### src/rtl/jtag_bus_master_if.sv
// Purpose: host byte stream, response byte stream and memory bus of the JTAG bus master.
// Latency: wires only, no storage.
// Backpressure: io_tx_ready stalls responses; io_mem_ack completes a bus request.
interface jtag_bus_master_if;
  logic        io_rx_valid;
  logic [7:0]  io_rx_data;
  logic        io_tx_valid;
  logic [7:0]  io_tx_data;
  logic        io_tx_ready;
  logic        io_mem_req;
  logic        io_mem_we;
  logic [31:0] io_mem_addr;
  logic [31:0] io_mem_wdata;
  logic        io_mem_ack;
  logic [31:0] io_mem_rdata;
  logic        io_busy;
  logic        io_err;

  // Controller side.
  modport master (
    input  io_rx_valid, io_rx_data, io_tx_ready, io_mem_ack, io_mem_rdata,
    output io_tx_valid, io_tx_data, io_mem_req, io_mem_we, io_mem_addr,
    output io_mem_wdata, io_busy, io_err
  );

  // Host and bus side.
  modport slave (
    output io_rx_valid, io_rx_data, io_tx_ready, io_mem_ack, io_mem_rdata,
    input  io_tx_valid, io_tx_data, io_mem_req, io_mem_we, io_mem_addr,
    input  io_mem_wdata, io_busy, io_err
  );
endinterface

### src/rtl/jtag_bus_master.sv
// Purpose: assemble JTAG host bytes into bus read/write commands, stream read data back.
// Latency: last command byte in cycle N -> io_mem_req in cycle N+1; read data on tx the cycle after ack.
// Backpressure: none on rx (bytes arriving in REQ/RESP are dropped and flag io_err); tx holds while !io_tx_ready.
module jtag_bus_master #(
  parameter int TIMEOUT = 255
) (
  input  logic               clk,
  input  logic               reset,
  jtag_bus_master_if.master  bus
);

  localparam logic [7:0] OP_NOP    = 8'h00;
  localparam logic [7:0] OP_WRITE  = 8'h01;
  localparam logic [7:0] OP_READ   = 8'h02;
  localparam logic [7:0] OP_CLRERR = 8'h03;

  // Counter only needs to reach TIMEOUT-1; expiry is detected on that value.
  localparam int TW = (TIMEOUT > 1) ? $clog2(TIMEOUT) : 1;
  localparam logic [TW-1:0] TMO_LAST = TW'(TIMEOUT - 1);

  typedef enum logic [2:0] {
    IDLE  = 3'd0,
    ADDR  = 3'd1,
    WDATA = 3'd2,
    REQ   = 3'd3,
    RESP  = 3'd4
  } state_t;

  state_t          state, state_nxt;
  logic            is_write;
  logic [1:0]      byte_cnt;
  logic [31:0]     addr;
  logic [31:0]     wdata;
  logic [31:0]     rdata;
  logic [TW-1:0]   tmo_cnt;
  logic            err;
  logic            err_set;
  logic            err_clr;
  logic [7:0]      tx_byte;

  // State register; async reset returns to IDLE so req/tx_valid drop at once.
  always_ff @(posedge clk or negedge reset) begin
    if (!reset) state <= IDLE;
    else        state <= state_nxt;
  end

  // Next-state decode plus error set/clear events.
  always_comb begin
    state_nxt = state;
    err_set   = 1'b0;
    err_clr   = 1'b0;
    case (state)
      IDLE: begin
        if (bus.io_rx_valid) begin
          case (bus.io_rx_data)
            OP_WRITE, OP_READ: state_nxt = ADDR;
            OP_CLRERR:         err_clr   = 1'b1;
            OP_NOP:            ;
            default:           err_set   = 1'b1;
          endcase
        end
      end
      ADDR: begin
        if (bus.io_rx_valid && byte_cnt == 2'd3)
          state_nxt = is_write ? WDATA : REQ;
      end
      WDATA: begin
        if (bus.io_rx_valid && byte_cnt == 2'd3)
          state_nxt = REQ;
      end
      REQ: begin
        if (bus.io_rx_valid) err_set = 1'b1;
        // Ack takes priority over a coincident timeout expiry.
        if (bus.io_mem_ack) begin
          state_nxt = is_write ? IDLE : RESP;
        end else if ((TIMEOUT != 0) && (tmo_cnt == TMO_LAST)) begin
          state_nxt = IDLE;
          err_set   = 1'b1;
        end
      end
      RESP: begin
        if (bus.io_rx_valid) err_set = 1'b1;
        if (bus.io_tx_ready && byte_cnt == 2'd3)
          state_nxt = IDLE;
      end
      default: state_nxt = IDLE;
    endcase
  end

  // Command/data capture, byte counting and the REQ wait counter.
  always_ff @(posedge clk or negedge reset) begin
    if (!reset) begin
      is_write <= 1'b0;
      byte_cnt <= 2'd0;
      addr     <= 32'd0;
      wdata    <= 32'd0;
      rdata    <= 32'd0;
      tmo_cnt  <= '0;
    end else begin
      tmo_cnt <= (state == REQ && !bus.io_mem_ack) ? tmo_cnt + 1'b1 : '0;
      case (state)
        IDLE: begin
          if (bus.io_rx_valid &&
              (bus.io_rx_data == OP_WRITE || bus.io_rx_data == OP_READ)) begin
            is_write <= (bus.io_rx_data == OP_WRITE);
            byte_cnt <= 2'd0;
          end
        end
        ADDR: begin
          if (bus.io_rx_valid) begin
            addr     <= {addr[23:0], bus.io_rx_data};
            byte_cnt <= byte_cnt + 2'd1;
          end
        end
        WDATA: begin
          if (bus.io_rx_valid) begin
            wdata    <= {wdata[23:0], bus.io_rx_data};
            byte_cnt <= byte_cnt + 2'd1;
          end
        end
        REQ: begin
          if (bus.io_mem_ack) begin
            if (!is_write) rdata <= bus.io_mem_rdata;
            byte_cnt <= 2'd0;
          end
        end
        RESP: begin
          if (bus.io_tx_ready) byte_cnt <= byte_cnt + 2'd1;
        end
        default: ;
      endcase
    end
  end

  // Sticky error flag; a new error event beats a coincident CLRERR.
  always_ff @(posedge clk or negedge reset) begin
    if (!reset)       err <= 1'b0;
    else if (err_set) err <= 1'b1;
    else if (err_clr) err <= 1'b0;
  end

  // Response byte select, MSB first.
  always_comb begin
    tx_byte = rdata[31:24];
    case (byte_cnt)
      2'd0: tx_byte = rdata[31:24];
      2'd1: tx_byte = rdata[23:16];
      2'd2: tx_byte = rdata[15:8];
      2'd3: tx_byte = rdata[7:0];
      default: tx_byte = rdata[31:24];
    endcase
  end

  assign bus.io_mem_req   = (state == REQ);
  assign bus.io_mem_we    = (state == REQ) && is_write;
  assign bus.io_mem_addr  = addr;
  assign bus.io_mem_wdata = wdata;
  assign bus.io_tx_valid  = (state == RESP);
  assign bus.io_tx_data   = tx_byte;
  assign bus.io_busy      = (state != IDLE);
  assign bus.io_err       = err;

endmodule

### src/flat_wrapper.sv
// flat-port wrapper written by rule: the top's interface ports become plain ports
module jtag_bus_master_flat 
#(
  parameter int TIMEOUT = 255
)
  (clk, reset, bus_io_rx_valid, bus_io_rx_data, bus_io_tx_ready, bus_io_mem_ack, bus_io_mem_rdata, bus_io_tx_valid, bus_io_tx_data, bus_io_mem_req, bus_io_mem_we, bus_io_mem_addr, bus_io_mem_wdata, bus_io_busy, bus_io_err);
  jtag_bus_master_if bus_i ();
  input  logic clk;
  input  logic reset;
  input wire logic [$bits(bus_i.io_rx_valid)-1:0] bus_io_rx_valid;
  input wire logic [$bits(bus_i.io_rx_data)-1:0] bus_io_rx_data;
  input wire logic [$bits(bus_i.io_tx_ready)-1:0] bus_io_tx_ready;
  input wire logic [$bits(bus_i.io_mem_ack)-1:0] bus_io_mem_ack;
  input wire logic [$bits(bus_i.io_mem_rdata)-1:0] bus_io_mem_rdata;
  output wire logic [$bits(bus_i.io_tx_valid)-1:0] bus_io_tx_valid;
  output wire logic [$bits(bus_i.io_tx_data)-1:0] bus_io_tx_data;
  output wire logic [$bits(bus_i.io_mem_req)-1:0] bus_io_mem_req;
  output wire logic [$bits(bus_i.io_mem_we)-1:0] bus_io_mem_we;
  output wire logic [$bits(bus_i.io_mem_addr)-1:0] bus_io_mem_addr;
  output wire logic [$bits(bus_i.io_mem_wdata)-1:0] bus_io_mem_wdata;
  output wire logic [$bits(bus_i.io_busy)-1:0] bus_io_busy;
  output wire logic [$bits(bus_i.io_err)-1:0] bus_io_err;
  assign bus_i.io_rx_valid = bus_io_rx_valid;
  assign bus_i.io_rx_data = bus_io_rx_data;
  assign bus_i.io_tx_ready = bus_io_tx_ready;
  assign bus_i.io_mem_ack = bus_io_mem_ack;
  assign bus_i.io_mem_rdata = bus_io_mem_rdata;
  assign bus_io_tx_valid = bus_i.io_tx_valid;
  assign bus_io_tx_data = bus_i.io_tx_data;
  assign bus_io_mem_req = bus_i.io_mem_req;
  assign bus_io_mem_we = bus_i.io_mem_we;
  assign bus_io_mem_addr = bus_i.io_mem_addr;
  assign bus_io_mem_wdata = bus_i.io_mem_wdata;
  assign bus_io_busy = bus_i.io_busy;
  assign bus_io_err = bus_i.io_err;
  jtag_bus_master #(.TIMEOUT(TIMEOUT)) u_core (.clk(clk), .reset(reset), .bus(bus_i));
endmodule
### config.mk
export PLATFORM = sky130hd
export DESIGN_NAME = jtag_bus_master_flat
export DESIGN_NICKNAME = d
export VERILOG_FILES = /design/src/rtl/jtag_bus_master_if.sv /design/src/rtl/jtag_bus_master.sv /design/src/flat_wrapper.sv
export SDC_FILE = /design/constraint.sdc
export NUM_CORES = 1
export LEC_CHECK = 0
export ABC_AREA = 1
export BUFFER_PORTS_ARGS = -buffer_cell sky130_fd_sc_hd__buf_2
export CAP_MARGIN = 10
export CORE_MARGIN = 4
export CORE_UTILIZATION = 35
export CTS_CLUSTER_SIZE = 16
export DETAILED_ROUTE_END_ITERATION = 8
export SLEW_MARGIN = 20
export SYNTH_ARGS = -nofsm -noshare
export SYNTH_HDL_FRONTEND = slang
export SYNTH_SLANG_ARGS = --single-unit
### constraint.sdc
create_clock -name clk -period 2.1 [get_ports clk]
set_clock_uncertainty 0.05 [all_clocks]
set_input_delay 0.21 -clock clk [delete_from_list [all_inputs] [get_ports clk]]
set_output_delay 0.21 -clock clk [all_outputs]
set_load 0.03 [all_outputs]
==> results by group <==
Place
  – Routability cong.: 0.8036
  – Post-DP HPWL: 7.710 mm
  – Area after DPL: 0.005624 mm^2
  – Dpl cells: 721
  – PortBufs: 121

Worst setup path
  – R2r endpoint: u_core.rdata[18]
  – Crit-path max FO: 9
  – CP startpoint kind: register
  – CP cell instances: inv_2, ha_4, buf_4, buf_4, a32oi_1, buf_2
  – Worst path required time: 1840 ps
  – Crit-path slowest cell: dfrtp_2
  – Crit path from: u_core.byte_cnt[0]
  – Crit-path leading delay family: buffers and inverters
  – Crit path buf inv count: 4
  – Slowest Stage Delay on Critical Path: 420 ps
  – CP dominant cell by count: buf_4
  – Worst setup EP type: output pin
  – Origin of the critical flop-to-flop path: u_core.state[0]
  – CP arrival: 1730 ps
  – CP Depth: 6
  – Setup CP Type: register to output pin
  – Reg2Reg Depth: 5
  – R2R setup slack: 420 ps
  – Worst Setup EP: bus_io_tx_data[2]

Timing
  – Setup Viol. Count Final: 0
  – Fmax: 502.1 MHz
  – Slew Viols, Final: 0
  – Post-layout minimum cycle time: 1992 ps
  – Fin. Hold Viols: 0
  – Crit share post-route: 94.83%
  – RSZ-0062 raised after global routing: no
  – Max-slew headroom: 71.84%
  – TNS Setup: 0 ps
  – Slew @ Worst Pin: 422.4 ps

Drt
  – Post-Route WL: 10.61 mm
  – TritonRoute pass-1 iters: 4
  – Drc violations: 0
  – DR vias: 3520
  – Initial DRC count: 255
  – Vias/cell: 4.738
  – Antenna viol nets, final: 0
  – Routed wire per std cell: 14.28 um

Global route
  – Antenna violations before repair: 1
  – First-pass GRT wire length: 17.19 mm
  – Overall Global Routing Usage: 13.44%
  – Vias in the first global route: 3617
  – Remaining global-route overflow: 0
  – Largest net degree at the start of global routing: 53

Floorplan
  – Die X: 124.8 um
  – Io pins: 122
  – Starting Density: 35.94%
  – DIE HEIGHT: 124.8 um
  – Placement row count: 42
  – CORE AREA: 0.01330 mm^2
  – Die area: 0.01559 mm^2

Pwr
  – Pleak: 2.946 nW
  – IR drop worst, VDD: 747.7 uV
  – Power Density: 1688 mW/mm^2

Job
  – Max-cap check violation count: 0

Synth
  – Mapped Area: 0.004778 mm^2
  – Net Count, Synth: 484
  – Synth Instances: 433
  – Flops & latches, synth: 111
  – Yosys warnings: 0
  – Post-Synth Adder-Cell Area: 1.571%
  – Largest family of logic cells by synthesized area: multiplexers
  – Post-Synth Simple-Gate Area: 11.76%
  – Compound-Gate Fraction of Synth Area: 8.196%
  – Seq/Total Area, Yosys: 58.13%
  – Unique masters post-synth: 29
  – Avg Inst Size Synth: 11.04 um^2
  – Mux share of post-synthesis cell area: 15.00%
  – Synth Area in XOR/XNOR: 0%

Layout
  – Area growth from synthesis to layout: 25.29%
  – Layout Nets: 612
  – Filler-free cell count of the finished design: 743
  – Finished Cell Area: 0.005987 mm^2
  – Number of fill cells: 1286
  – Fraction of layout cells with a size suffix above 1: 37.81%

Clock tree
  – TritonCTS Sinks: 111
  – Num CTS Buffers: 9
  – Root buf cell: clkbuf_16
  – Deepest clock path buffer count: 2
  – H-tree Lvls: 3
  – Worst-Skew Late Latency: 340 ps
  – Worst-path clk slew: 70 ps
  – CTS tree: done

Outcome
  – Status: complete, no violations

Worst hold path
  – Worst hold-check path type: input port to register
[worst reg2reg max path: stages (launching register included)]
cell and delay, ps:
dfrtp_1 470, nand2_2 110, nor2_4 140, nand3_2 230
buf_12 250, mux2_4 330
[final cells by class]
class | count | area, um^2 | share of cell area [%]
repair buffers | 135 | 768.2 | 12.83
clock buffers | 11 | 242.7 | 4.054
diodes | 1 | 2.502 | 0.04180
clock inverters | 5 | 33.78 | 0.5643
flip-flops and latches | 111 | 2779 | 46.42
well taps | 176 | 220.2 | 3.678
inverters | 40 | 150.1 | 2.508
multi-input cells | 264 | 1790 | 29.91
[cells in the mapped netlist]
cell,instances,area [um^2]
nand3_1,9,45.04
a21boi_0,1,7.510
nand2_1,70,262.8
nor2_1,38,142.6
buf_4,3,22.52
ha_1,6,75.07
a31oi_1,1,6.260
nand2_2,1,6.260
nor4_1,1,6.260
nand3b_1,2,15.01
clkbuf_1,9,33.78
o31ai_1,1,7.510
nor2_2,1,6.260
dfrtp_1,111,2778
mux2_2,33,371.6
nand3_2,1,10.01
o21ai_0,19,95.09
mux2_1,4,45.04
a32oi_1,8,70.07
nor2_4,2,22.52
nor3_1,5,25.02
buf_2,3,15.01
inv_1,40,150.1
mux2_4,20,300.3
nand3b_4,1,20.02
buf_6,3,33.78
o211ai_1,1,7.510
a21oi_1,38,190.2
o21a_1,1,7.510
[layer usage]
layer / global-route usage (%) / vias up / part of all wire, %
met5: 0 / - / 0
met4: 5.421 / 0 / 1.6
met3: 4.846 / 14 / 8.3
met2: 20.26 / 141 / 44
met1: 17.62 / 1676 / 46
li1: - / 1689 / -
[stage by stage]
step / utilization (%) / worst slack (ps) / total power, mW / hold slack, ps
after global routing: 45.03 / 12.59 / 10.78 / 24.47
after global placement: 42.30 / 332.4 / 8.342 / 125.6
final: 45.03 / 108.5 / 10.10 / 27.63
after detailed placement: 42.30 / 223.2 / 8.475 / 126.9
after floorplan: - / 88.65 / 7.033 / -135.6
after CTS: 44.49 / 25.06 / 10.11 / 13.83
[logic make-up (layout without fill, tap and decap cells)]
family          count (synthesis)  in the layout
fa+ha+maj                       6              6
compound gates                 70             70
simple gates                  131            131
buf+inv                        58            191
flops                         111            111
mux                            57             57
other cells                     0              1
[flip-flops by register name (all words and copies together), names as in the netlist]
name / flops
u_core.bus.io_mem_addr: 32
u_core.bus.io_mem_wdata: 32
u_core.rdata: 32
u_core.tmo_cnt: 8
u_core.state: 3
u_core.byte_cnt: 2
u_core.bus.io_err: 1
u_core.is_write: 1
[how the worst min path moves through the flow]
stage,from,to,slack (ps),depth (start not counted)
4_1_cts,bus_io_mem_rdata[23],u_core.rdata[23],10,2
2_1_floorplan,reset,u_core.bus.io_err,-140,0
3_5_place_dp,reset,u_core.bus.io_mem_addr[20],130,1
3_3_place_gp,reset,u_core.bus.io_mem_addr[21],130,1
6_report,bus_io_mem_rdata[23],u_core.rdata[23],30,2
5_1_grt,bus_io_mem_rdata[21],u_core.rdata[21],20,2
[timing repair]
action,4_1_cts,5_1_grt
hold buffers,1,0
resized for setup,2,10
hold endpoints to repair,31,0
pin swaps,0,1
setup buffers,0,4
endpoints found under the setup margin,8,8
[cell usage in the layout, fill, tap and decap left out, types with 2 or more instances in the layout]
cell type	Yosys	routed
clkinv_2	0	2
buf_2	3	119
buf_12	0	4
a32oi_1	8	8
mux2_4	20	20
nand2_1	70	70
nand3b_1	2	2
o21ai_0	19	19
nor2_1	38	38
ha_4	0	3
ha_1	6	2
clkinvlp_4	0	2
nor2_4	2	3
inv_1	40	39
a21oi_1	38	38
nand3_1	9	9
mux2_1	4	4
mux2_2	33	33
nor3_1	5	5
clkbuf_16	0	9
buf_4	3	11
dfrtp_1	111	110
[power by group]
part | leakage [nW] | switching [mW] | internal [mW]
Sequential | 1.34 | 0.613 | 3.10
Clock | 0.132 | 0.746 | 0.836
Combinational | 1.48 | 3.02 | 1.79
Total | 2.95 | 4.38 | 5.73
(Power assumes the default switching activity.)
